File: config.mk
export PLATFORM = sky130hd
export DESIGN_NAME = ama_riscv_dmem_access_ctrl
export DESIGN_NICKNAME = d
export VERILOG_FILES = /design/src/rtl/ama_riscv_dmem_access_ctrl.sv
export SDC_FILE = /design/constraint.sdc
export NUM_CORES = 1
export LEC_CHECK = 0
export BUFFER_PORTS_ARGS = -buffer_cell sky130_fd_sc_hd__buf_2
export CORE_UTILIZATION = 44
export DETAILED_ROUTE_END_ITERATION = 16
export MAX_ROUTING_LAYER = met4
export PLACE_DENSITY_LB_ADDON = 0.12
export SKIP_CTS_REPAIR_TIMING = 1
export SLEW_MARGIN = 5
export SYNTH_ARGS = -nofsm -noshare
export SYNTH_HDL_FRONTEND = slang
export SYNTH_SLANG_ARGS = --single-unit
File: constraint.sdc
create_clock -name clk -period 4 [get_ports clk]
set_input_delay 0.4 -clock clk [delete_from_list [all_inputs] [get_ports clk]]
set_output_delay 0.4 -clock clk [all_outputs]
set_load 0.02 [all_outputs]
File: src/rtl/ama_riscv_dmem_access_ctrl.sv
// ama_riscv_dmem_access_ctrl
// Turns one LSU load/store request into one or two aligned word accesses on a
// synchronous DMEM port. It builds the byte write-enable masks and the
// lane-shifted write data. For loads it merges, aligns and sign/zero-extends
// the returned data.
//
// Build option: define DMEM_MISALIGN_SPLIT_EN to split accesses that cross a
// word boundary into two word accesses. When the macro is undefined, such
// requests are rejected with rsp_err and make no memory access.
module ama_riscv_dmem_access_ctrl #(
  parameter int DMEM_AW = 14
) (
  input  logic               clk,
  input  logic               rst,
  input  logic               req_valid,
  output logic               req_ready,
  input  logic               req_we,
  input  logic [31:0]        req_addr,
  input  logic [1:0]         req_width,
  input  logic               req_unsigned,
  input  logic [31:0]        req_wdata,
  output logic               rsp_valid,
  output logic               rsp_err,
  output logic [31:0]        rsp_rdata,
  output logic               mem_en,
  output logic [3:0]         mem_we,
  output logic [DMEM_AW-1:0] mem_addr,
  output logic [31:0]        mem_wdata,
  input  logic [31:0]        mem_rdata
);

  typedef enum logic [1:0] {
    IDLE = 2'd0,
    ACC0 = 2'd1,
    ACC1 = 2'd2,
    RESP = 2'd3
  } state_t;

  state_t r_state;
  state_t w_next;

  // Request fields held for the whole transaction
  logic               r_we;
  logic [DMEM_AW-1:0] r_idx;
  logic [1:0]         r_off;
  logic [1:0]         r_width;
  logic               r_uns;
  logic [31:0]        r_wdata;
  logic               r_err;
`ifdef DMEM_MISALIGN_SPLIT_EN
  logic               r_split;
  logic [31:0]        r_lo_q;
`endif

  logic        w_accept;
  logic [1:0]  w_req_off;
  logic        w_req_split;
  logic        w_req_err;
  logic [3:0]  w_base;
  logic [3:0]  w_mask0;
  logic [31:0] w_wd0;
  logic [63:0] w_r64;
`ifdef DMEM_MISALIGN_SPLIT_EN
  logic [7:0]  w_m8;
  logic [63:0] w_w64;
  logic [3:0]  w_mask1;
  logic [31:0] w_wd1;
`endif

  // Address bits above the DMEM window do not select anything.
  logic w_unused_addr;
  assign w_unused_addr = ^req_addr[31:DMEM_AW+2];

  // Align the selected bytes to bit 0 and extend to 32 bits.
  function automatic logic [31:0] f_load_ext(input logic [63:0] r64,
                                             input logic [1:0]  off,
                                             input logic [1:0]  width,
                                             input logic        uns);
    logic        [31:0] sh;
    logic signed [7:0]  s8;
    logic signed [15:0] s16;
    logic        [31:0] res;
    sh  = 32'(r64 >> {off, 3'b000});
    s8  = sh[7:0];
    s16 = sh[15:0];
    case (width)
      2'd0:    res = uns ? {24'd0, sh[7:0]}  : 32'(s8);
      2'd1:    res = uns ? {16'd0, sh[15:0]} : 32'(s16);
      default: res = sh;
    endcase
    return res;
  endfunction

  assign w_accept    = req_valid && (r_state == IDLE);
  assign w_req_off   = req_addr[1:0];
  assign w_req_split = ((req_width == 2'd1) && (w_req_off == 2'd3)) ||
                       ((req_width == 2'd2) && (w_req_off != 2'd0));
`ifdef DMEM_MISALIGN_SPLIT_EN
  assign w_req_err   = (req_width == 2'd3);
`else
  assign w_req_err   = (req_width == 2'd3) || w_req_split;
`endif

  // Byte-lane pattern of the access before it is shifted by the offset.
  always_comb begin
    case (r_width)
      2'd0:    w_base = 4'b0001;
      2'd1:    w_base = 4'b0011;
      default: w_base = 4'b1111;
    endcase
  end

`ifdef DMEM_MISALIGN_SPLIT_EN
  assign w_m8    = {4'b0000, w_base} << r_off;
  assign w_mask0 = w_m8[3:0];
  assign w_mask1 = w_m8[7:4];
  assign w_w64   = {32'd0, r_wdata} << {r_off, 3'b000};
  assign w_wd0   = w_w64[31:0];
  assign w_wd1   = w_w64[63:32];
  // The second word arrives in RESP; the first was parked in r_lo_q.
  assign w_r64   = r_split ? {mem_rdata, r_lo_q} : {32'd0, mem_rdata};
`else
  assign w_mask0 = w_base << r_off;
  assign w_wd0   = r_wdata << {r_off, 3'b000};
  assign w_r64   = {32'd0, mem_rdata};
`endif

  // State register
  always_ff @(posedge clk) begin
    if (rst) begin
      r_state <= IDLE;
    end else begin
      r_state <= w_next;
    end
  end

  // Latch the request on accept
  always_ff @(posedge clk) begin
    if (w_accept) begin
      r_we    <= req_we;
      r_idx   <= req_addr[DMEM_AW+1:2];
      r_off   <= w_req_off;
      r_width <= req_width;
      r_uns   <= req_unsigned;
      r_wdata <= req_wdata;
      r_err   <= w_req_err;
`ifdef DMEM_MISALIGN_SPLIT_EN
      r_split <= w_req_split;
`endif
    end
  end

`ifdef DMEM_MISALIGN_SPLIT_EN
  // Hold the low word of a split load while the high word is read
  always_ff @(posedge clk) begin
    if (rst) begin
      r_lo_q <= '0;
    end else if ((r_state == ACC1) && !r_we) begin
      r_lo_q <= mem_rdata;
    end
  end
`endif

  // Next-state decode
  always_comb begin
    w_next = r_state;
    case (r_state)
      IDLE: begin
        if (w_accept) begin
          w_next = w_req_err ? RESP : ACC0;
        end
      end
      ACC0: begin
`ifdef DMEM_MISALIGN_SPLIT_EN
        w_next = r_split ? ACC1 : RESP;
`else
        w_next = RESP;
`endif
      end
`ifdef DMEM_MISALIGN_SPLIT_EN
      ACC1:    w_next = RESP;
`endif
      RESP:    w_next = IDLE;
      default: w_next = IDLE;
    endcase
  end

  // Output decode; every output idles at zero outside the state that drives it
  always_comb begin
    req_ready = 1'b0;
    rsp_valid = 1'b0;
    rsp_err   = 1'b0;
    rsp_rdata = '0;
    mem_en    = 1'b0;
    mem_we    = '0;
    mem_addr  = '0;
    mem_wdata = '0;
    case (r_state)
      IDLE: req_ready = 1'b1;
      ACC0: begin
        mem_en   = 1'b1;
        mem_addr = r_idx;
        if (r_we) begin
          mem_we    = w_mask0;
          mem_wdata = w_wd0;
        end
      end
`ifdef DMEM_MISALIGN_SPLIT_EN
      ACC1: begin
        mem_en   = 1'b1;
        mem_addr = r_idx + DMEM_AW'(1);
        if (r_we) begin
          mem_we    = w_mask1;
          mem_wdata = w_wd1;
        end
      end
`endif
      RESP: begin
        rsp_valid = 1'b1;
        rsp_err   = r_err;
        if (!r_we && !r_err) begin
          rsp_rdata = f_load_ext(w_r64, r_off, r_width, r_uns);
        end
      end
      default: ;
    endcase
  end

endmodule
==> summary.txt <==
============================================================================
Number of nets with antenna violations after detailed routing              0
Total routing resource utilization after global routing                0.219
Total detailed-routing wirelength                                    8540 µm
Total inserted antenna cells                                               0
Synthesized net count                                                    397
Period utilisation layout                                              0.775
Setup Total Neg Slack                                                   0 ns
Top Family by Delay on Critical Path                            compound AO/OA/AOI/OAI gates
Count of final max-slew check failures                                     0
DRC violations left                                                        0
Most frequent cell after synthesis                              sky130_fd_sc_hd__edfxtp_1
Run status                                                         completed
Library cells used by synthesis                                           33
Number of vias per cell after detailed routing                          5.25
Worst-Skew Late Latency                                              0.30 ns
Initial standard-cell utilization of the core                          0.456
Worst setup startpoint                                          r_off[1]$_DFFE_PP_
Largest net degree at the start of global routing                         45
Number of nets in the finished design                                    557
Cell with the biggest individual delay on the critical path     sky130_fd_sc_hd__a221oi_4
Top post-synthesis cells by count                               53 x sky130_fd_sc_hd__edfxtp_1, 31 x sky130_fd_sc_hd__nor2_1, 25 x sky130_fd_sc_hd__a211oi_1
CP cell instances                                               buf_4 -> and4b_1 -> a221oi_4 -> o21ai_0 -> buf_2
Relative slew slack                                                    0.418
Die Wd                                                               88.7 µm
PnR Total Power                                                    0.00130 W
Critical setup path kind                                        flop to primary output
Post-synth top area cell                                        sky130_fd_sc_hd__edfxtp_1
Count of final hold-check violations                                       0
Clock Root Buffer                                               sky130_fd_sc_hd__clkbuf_8
Initial antenna violation count                                            0
Kind of path behind the tightest hold check                     input port to flop
Gate count after technology mapping                                      294
Avg Inst Size Synth                                                 11.2 µm²
Vias                                                                    2907
TritonCTS Buffers                                                          5
Die Area                                                            7860 µm²
Global-route wire length before repair                              12600 µm
Netlist area before placement                                       3300 µm²
Total global routing overflow                                              0
Flops & latches, synth                                                    55
Setup repair after global routing missed its margin                       no
Startpoint of the worst register-to-register path               r_state[1]$_SDFFE_PP0P_
CP Max Fanout                                                             44
Reg clk slew, reported paths                                         0.10 ns
Detailed-placement wirelength estimate                               6300 µm
Fraction of layout instances using a drive strength above 1            0.484
Data arrival time at the worst-slack endpoint                        2.70 ns
Min Tclk post-route                                                  3.10 ns
Prevailing post-synth register cell                             sky130_fd_sc_hd__edfxtp_1
Top cell type's share of synthesized area                              0.482
Slowest Stage Delay on Critical Path                                 0.67 ns
Worst Clk Skew                                                    0.00653 ns
Category of the worst setup path capture point                  primary output
Number of sinks on the clock net                                          55
Source of the worst hold timing path                             req_addr[6]
Clock tree from TritonCTS                                                yes
Layout area overhead                                                   30.2%
H-tree lvl count                                                           2
# Max-Cap Violations                                                       0
Startpoint class of the critical path                                   flop
EDFF count, synth                                                         53
Number of filler cells placed in the layout                              662
Length of the first detailed-routing pass in iterations                    5
Maximum VDD drop                                                    0.257 mV
Gpl congestion                                                         0.719
Number of global-route vias before repair                               2636
Std-Cell Rows                                                             31
Ports placed on the boundary                                             189
Number of setup violations in the final report                             0
Mean routed wirelength per cell                                      15.4 µm
Sequential-to-total area share from yosys stat                         0.494
Starting DRC count in detailed routing                                    87
Buffers & Inverters on Critical Path                                       2
Upper clock frequency limit                                          323 MHz
Largest buffer count on any clock path                                     2
Actual transition at the worst max-transition pin                   0.872 ns
Leakage power                                                        1.96 nW
Height of the die                                                    88.7 µm
Total number of yosys warnings                                             0
Worst endpoint required time                                         3.60 ns
Async set or reset register ratio after synthesis                          0
Number of port buffers                                                   172
Cells taking the most area after synthesis                      sky130_fd_sc_hd__edfxtp_1 48%, sky130_fd_sc_hd__mux2i_1 7.0%, sky130_fd_sc_hd__a211oi_1 5.7%
Core Area                                                           7250 µm²
Total power divided by cell area                                  302 nW/µm²
============================================================================
==> through the flow <==
step,utilization,worst slack (ns),instances,cell area (µm²),hold slack [ns]
after global placement,0.581,1.30,546,4210,0.564
final,0.593,0.900,554,4300,0.260
after CTS,0.593,0.929,554,4300,0.248
after detailed placement,0.581,1.27,546,4210,0.578
after global routing,0.593,0.734,554,4300,0.245
after floorplan,-,1.57,294,3300,0.489
==> kinds of logic after synthesis <==
group	share of synthesized area
buffers and inverters	0.0466
DFF	0.494
AOI/OAI and AO/OA	0.162
and+or+nand+nor	0.166
muxes	0.129
xor gates and xnor gates	0.00265
==> power breakdown <==
part / leakage, nW / switching [W] / internal [W]
Clock: 0.0418 / 0.000180 / 0.000126
Sequential: 0.519 / 0.0000233 / 0.000682
Combinational: 1.40 / 0.000167 / 0.000119
Total: 1.96 / 0.000370 / 0.000927
==> area by class of cell <==
type | instances | area, µm² | area share
flip-flops and latches | 55 | 1630 | 0.379
multi-input cells | 209 | 1530 | 0.355
repair buffers | 180 | 921 | 0.214
well taps | 99 | 124 | 0.0288
clock buffers | 6 | 72.6 | 0.0169
clock inverters | 2 | 16.3 | 0.00378
inverters | 3 | 11.3 | 0.00262
==> path summary, 6_finish.rpt <==
| path | end | slack [ns] | depth (start not counted) |
|---|---|---|---|
| hold reg to reg | r_state[0]$_SDFFE_PP0P_ | 0.59 | 1 |
| hold / removal | r_idx[4]$_DFFE_PP_ | 0.26 | 1 |
| setup reg to reg | r_wdata[7]$_DFFE_PP_ | 2.07 | 3 |
| setup / recovery | rsp_rdata[18] | 0.90 | 5 |
==> flip-flops by register name, indices dropped and copies added (netlist names) <==
signal / flops
r_err: 1
r_width: 2
r_off: 2
r_wdata: 32
r_we: 1
r_state: 2
r_idx: 14
r_uns: 1
==> layer usage <==
layer	part of all wire	vias up	wire, µm	track usage
met5	0	-	0	-
li1	-	1427	-	-
met2	0.49	134	4150	0.357
met1	0.42	1330	3570	0.271
met4	0.024	0	204	0.0821
met3	0.072	16	611	0.0401
==> layout by cell type, fill, tap and decap left out, types with 10 or more instances in the layout <==
cell type and instances:
sky130_fd_sc_hd__nor3_1 10, sky130_fd_sc_hd__edfxtp_1 53, sky130_fd_sc_hd__o21ai_2 10, sky130_fd_sc_hd__nor2b_1 12, sky130_fd_sc_hd__mux2_2 16, sky130_fd_sc_hd__mux2i_1 23, sky130_fd_sc_hd__nor2_1 31, sky130_fd_sc_hd__and2_1 23
sky130_fd_sc_hd__buf_2 172, sky130_fd_sc_hd__a211oi_1 25, sky130_fd_sc_hd__nand3_1 16
==> worst reg2reg max path, cell delays in order, from the launching register on <==
cell                      delay (ns)
sky130_fd_sc_hd__dfxtp_1        0.38
sky130_fd_sc_hd__nor2_1         0.13
sky130_fd_sc_hd__and2_2         0.72
sky130_fd_sc_hd__buf_4          0.39
Note: power is estimated with default switching activity, not from simulation.
